### config.mk
export PLATFORM = sky130hd
export DESIGN_NAME = td4_in_debounce
export DESIGN_NICKNAME = d
export VERILOG_FILES = /design/src/rtl/td4_pkg.sv /design/src/rtl/td4_debounce_bit.sv /design/src/rtl/td4_in_debounce.sv
export SDC_FILE = /design/constraint.sdc
export NUM_CORES = 1
export LEC_CHECK = 0
export ABC_CLOCK_PERIOD_IN_PS = 2700
export CAP_MARGIN = 20
export CORE_UTILIZATION = 55
export CTS_BUF_LIST = sky130_fd_sc_hd__clkbuf_4
export DETAILED_ROUTE_END_ITERATION = 6
export GPL_ROUTABILITY_DRIVEN = 1
export PLACE_DENSITY = 0.73
export SLEW_MARGIN = 20
export SYNTH_ARGS = -nofsm -noshare
export SYNTH_HDL_FRONTEND = slang
export SYNTH_HIERARCHICAL = 1
export SYNTH_SLANG_ARGS = --single-unit
### constraint.sdc
create_clock -name clk -period 2.7 [get_ports clk]
set_clock_uncertainty 0.2 [all_clocks]
set_input_delay 0.27 -clock clk [delete_from_list [all_inputs] [get_ports clk]]
set_output_delay 0.27 -clock clk [all_outputs]
set_load 0.01 [all_outputs]
### src/rtl/td4_pkg.sv
// td4_pkg: shared TD4 input-stage types and constants (data width, data type, debounce FSM states)
package td4_pkg;
  localparam int TD4_DATA_W = 4;
  typedef logic [TD4_DATA_W-1:0] td4_data_t;
  typedef enum logic {DB_STABLE, DB_COUNTING} db_state_t;
endpackage

### src/rtl/td4_debounce_bit.sv
// td4_debounce_bit: one-bit two-flop synchroniser and debounce FSM; ports clk, rst (async high), sw raw level, q debounced level, chg/rise/fall one-cycle strobes (rise/fall only with TD4_IN_EDGE_EN)
module td4_debounce_bit
  import td4_pkg::*;
#(
  parameter int DEBOUNCE_CYCLES = 1000
) (
  input  logic clk,
  input  logic rst,
  input  logic sw,
  output logic q,
  output logic chg
`ifdef TD4_IN_EDGE_EN
  ,
  output logic rise,
  output logic fall
`endif
);
  localparam int CW = $clog2(DEBOUNCE_CYCLES + 1);
  localparam logic [CW-1:0] LAST = CW'(DEBOUNCE_CYCLES - 1);
  logic sync1, sync2, diff, load;
  db_state_t state, state_n;
  logic [CW-1:0] cnt, cnt_n;
  always_ff @(posedge clk or posedge rst)
    if (rst) begin
      sync1 <= 1'b0;
      sync2 <= 1'b0;
      state <= DB_STABLE;
      cnt   <= '0;
      q     <= 1'b0;
      chg   <= 1'b0;
`ifdef TD4_IN_EDGE_EN
      rise  <= 1'b0;
      fall  <= 1'b0;
`endif
    end else begin
      sync1 <= sw;
      sync2 <= sync1;
      state <= state_n;
      cnt   <= cnt_n;
      q     <= q ^ load;
      chg   <= load;
`ifdef TD4_IN_EDGE_EN
      rise  <= load & sync2;
      fall  <= load & ~sync2;
`endif
    end
  assign diff = sync2 != q;
  // a single-cycle qualification loads straight from STABLE, so COUNTING is never entered
  always_comb begin
    state_n = state;
    cnt_n   = cnt;
    load    = 1'b0;
    if (state == DB_STABLE) begin
      if (diff && DEBOUNCE_CYCLES == 1) load = 1'b1;
      else if (diff) begin
        state_n = DB_COUNTING;
        cnt_n   = CW'(1);
      end
    end else if (!diff || cnt == LAST) begin
      load    = diff;
      state_n = DB_STABLE;
      cnt_n   = '0;
    end else cnt_n = cnt + CW'(1);
  end
endmodule

### src/rtl/td4_in_debounce.sv
// td4_in_debounce: synchronise and debounce WIDTH switch bits for the TD4 IN port; ports clk, rst (async high), sw_in raw, in_q debounced, chg any-bit change strobe, rise/fall per-bit edge strobes only with TD4_IN_EDGE_EN
module td4_in_debounce
  import td4_pkg::*;
#(
  parameter int WIDTH           = TD4_DATA_W,
  parameter int DEBOUNCE_CYCLES = 1000
) (
  input  logic             clk,
  input  logic             rst,
  input  logic [WIDTH-1:0] sw_in,
  output logic [WIDTH-1:0] in_q,
  output logic             chg
`ifdef TD4_IN_EDGE_EN
  ,
  output logic [WIDTH-1:0] rise,
  output logic [WIDTH-1:0] fall
`endif
);
  logic [WIDTH-1:0] chg_b;
  for (genvar i = 0; i < WIDTH; i++) begin : g_bit
    td4_debounce_bit #(.DEBOUNCE_CYCLES(DEBOUNCE_CYCLES)) u_bit (
      .clk (clk),
      .rst (rst),
      .sw  (sw_in[i]),
      .q   (in_q[i]),
      .chg (chg_b[i])
`ifdef TD4_IN_EDGE_EN
      ,
      .rise(rise[i]),
      .fall(fall[i])
`endif
    );
  end
  // per-bit flags are registered, so the OR stays aligned with in_q
  assign chg = |chg_b;
endmodule

==> impl_metrics.json <==
{
  "run_status": "completed",
  "drt_iter0_drc": 183,
  "cts_tree": "built",
  "grt_pass1_vias": 2159,
  "power_switching_w": 0.000409,
  "grt_max_degree": 16,
  "maxSlewHeadroom": 0.572,
  "port_buffers": 10,
  "cts_sinks": 60,
  "cp-end-kind": "primary output",
  "worst_setup_path_start_kind": "flop",
  "dpl.hpwl_um": 3860,
  "crit_path_start": "g_bit[1].u_bit/chg$_DFF_PP0_",
  "ff2ff_setup_slack_ps": 790,
  "cts_root_buf": "clkbuf_4",
  "peakVddDrop_v": 0.000304,
  "arrival_ps": 1820,
  "htree_levels": 3,
  "worstPathCellList": "or4_1 -> clkdlybuf4s50_1",
  "drv_cap": 0,
  "via_per_inst": 5.85,
  "cts_setup_buffers": 0,
  "core_area_um2": 5140,
  "reg2regPathDepth": 5,
  "leakage_nw": 1.42,
  "fmax_mhz": 436,
  "area_delta_synth_final_pct": 9.72,
  "fin_util": 0.632,
  "holdCritPathClass": "primary input to flop",
  "finalHoldViolCount": 0,
  "final_layout_size_suffix_gt1_frac": 0.0890,
  "worst_path_max_delay_cell": "or4_1",
  "ys_ff_latch": 60,
  "final_nets": 332,
  "combPwrFrac": 0.077,
  "setup_tns_ps": 0,
  "tightest_slew_ps": 639,
  "syn_area_um2": 2960,
  "async_flop_share": 1.00,
  "seq_area_frac_synth": 0.507,
  "crit_fanout": 1,
  "hold-path-cell-count": 1,
  "final_area_um2": 3250,
  "hold_buffers": 0,
  "drt-total-wl_um": 5530,
  "drtAntennaViolNets": 0,
  "std_cell_rows": 26,
  "r2r_start": "g_bit[3].u_bit/cnt[1]$_DFFE_PP0P_",
  "ff_latch_area_um2": 1500,
  "antenna_cells": 0,
  "clk-insertion-delay-late_ps": 400,
  "rsz0062_at_grt": "no",
  "dr.pass1.iters": 4,
  "p_seq_frac": 0.609,
  "clkSlewWorstSetupHoldPaths_ps": 90,
  "antenna_found_initial": 0,
  "yosys_warnings": 6,
  "wl_per_cell_um": 14.0,
  "grt_usage": 0.224,
  "die_w_um": 75.4,
  "die_h_um": 75.4,
  "synth_ff_type": "dfrtp_1",
  "intPower_w": 0.00117,
  "synth_cell_types": 28,
  "cp_data_required_time_ps": 2230,
  "fillers": 452,
  "dieArea_um2": 5680,
  "drc_errors": 0,
  "place_area_um2": 3150,
  "initial_core_util": 0.576,
  "cts_resized": 0,
  "fin_crit_ps": 2290,
  "vias": 2318,
  "grt_pass1_wl_um": 9470,
  "clkPwrFrac": 0.314,
  "p_per_area_nw_per_um2": 486,
  "overflow": 0,
  "setup_violations": 0,
  "cts_buffers": 9,
  "multi_input_area_um2": 1370,
  "hold_start": "sw_in[2]",
  "switching_share": 0.259,
  "ios": 11,
  "synth_edf_count": 0,
  "synth_nets": 311,
  "max_stage_delay_ps": 560,
  "finalMaxSlewViolations": 0,
  "post-route-period-util": 0.849,
  "syn-instance-count": 301,
  "path_class": "flop to primary output",
  "avgSynthCellArea_um2": 9.84,
  "gp_congestion": 0.851,
  "clock_path_buffers": 2
}
## critical path, delay by kind of cell (launching register included)
| family | cells | cell delay (ps) |
|---|---|---|
| and+or+nand+nor | 1 | 560 |
| DFF | 1 | 370 |
| buffers and inverters | 1 | 500 |
## power by group through the flow
stage / sequential (W) / combinational (W) / clock (W)
4_1_cts: 0.000961 / 0.000123 / 0.000516
2_1_floorplan: 0.000970 / 0.0000903 / 0
3_5_place_dp: 0.000979 / 0.000123 / 0
6_report: 0.000962 / 0.000122 / 0.000495
3_3_place_gp: 0.000977 / 0.000119 / 0
5_1_grt: 0.000967 / 0.000140 / 0.000551
## placed cells by master (no fill, tap or decap), drive strengths merged, types with 5 or more instances in the layout
cell type      count
a21o               8
inv               24
a21oi             12
nor3              16
nand2             28
dfrtp             60
o21ai             24
nand3              8
nor2              24
nand4              8
a211oi             8
clkdlybuf4s50     10
clkbuf            11
xnor2              8
or4                5
and3              12
or3                8
## metal layers
layer,track usage,vias up,share of wire
li1,-,1139,-
met1,0.315,1108,0.49
met2,0.332,61,0.44
met3,0.0384,10,0.046
met4,0.121,0,0.017
met5,0,-,0
## flip-flops by register name (all words and copies together) (netlist names)
signal             flops
g_bit.u_bit/chg        4
g_bit.u_bit/cnt       40
g_bit.u_bit/q          4
g_bit.u_bit/state      4
g_bit.u_bit/sync1      4
g_bit.u_bit/sync2      4
## Yosys cell counts, types with 5 or more instances
cell	count	area (um^2)
a211oi_1	8	60.1
a21o_1	8	60.1
a21oi_1	12	60.1
and3_1	12	75.1
dfrtp_1	60	1500
inv_1	24	90.1
nand2_1	24	90.1
nand3_1	8	40.0
nand4_1	8	50.1
nor2_1	24	90.1
nor3_1	16	80.1
o21ai_0	24	120
or3_1	8	50.1
or4_1	5	37.5
xnor2_1	8	70.1
## area by class of cell
cell class                      count  share of cell area
Timing Repair Buffer               10              0.0308
Inverter                           24              0.0277
Clock buffer                       11              0.0254
Clock inverter                      4             0.00539
Tap cell                           70              0.0270
Sequential cell                    60               0.462
Multi-Input combinational cell    217               0.421
## kinds of logic after synthesis
kind of cell,after synthesis,share of synthesized area
flip-flops,60,0.507
AO/OA/AOI/OAI,72,0.159
buffers and inverters,24,0.0304
XOR/XNOR,12,0.0456
adder cells (fa/ha/maj),4,0.0169
multiplexers,4,0.0152
AND/OR/NAND/NOR,125,0.226
## worst paths after layout
| kind | to |
|---|---|
| hold reg to reg | g_bit[0].u_bit/sync2$_DFF_PP0_ |
| setup / recovery | chg |
| max in group asynchronous | g_bit[1].u_bit/sync1$_DFF_PP0_ |
| hold / removal | g_bit[2].u_bit/sync1$_DFF_PP0_ |
| min in group asynchronous | g_bit[3].u_bit/cnt[1]$_DFFE_PP0P_ |
| setup reg to reg | g_bit[3].u_bit/cnt[8]$_DFFE_PP0P_ |
## stage by stage
| step | hold WS (ps) | power [W] | std cells | setup slack [ps] |
|---|---|---|---|---|
| after global routing | 96.1 | 0.00166 | 396 | 367 |
| after CTS | 99.3 | 0.00160 | 396 | 404 |
| after global placement | 131 | 0.00110 | 381 | 870 |
| final | 113 | 0.00158 | 396 | 409 |
| after floorplan | -28.5 | 0.00106 | 301 | 996 |
| after detailed placement | 139 | 0.00110 | 381 | 844 |
(Power assumes the default switching activity.)
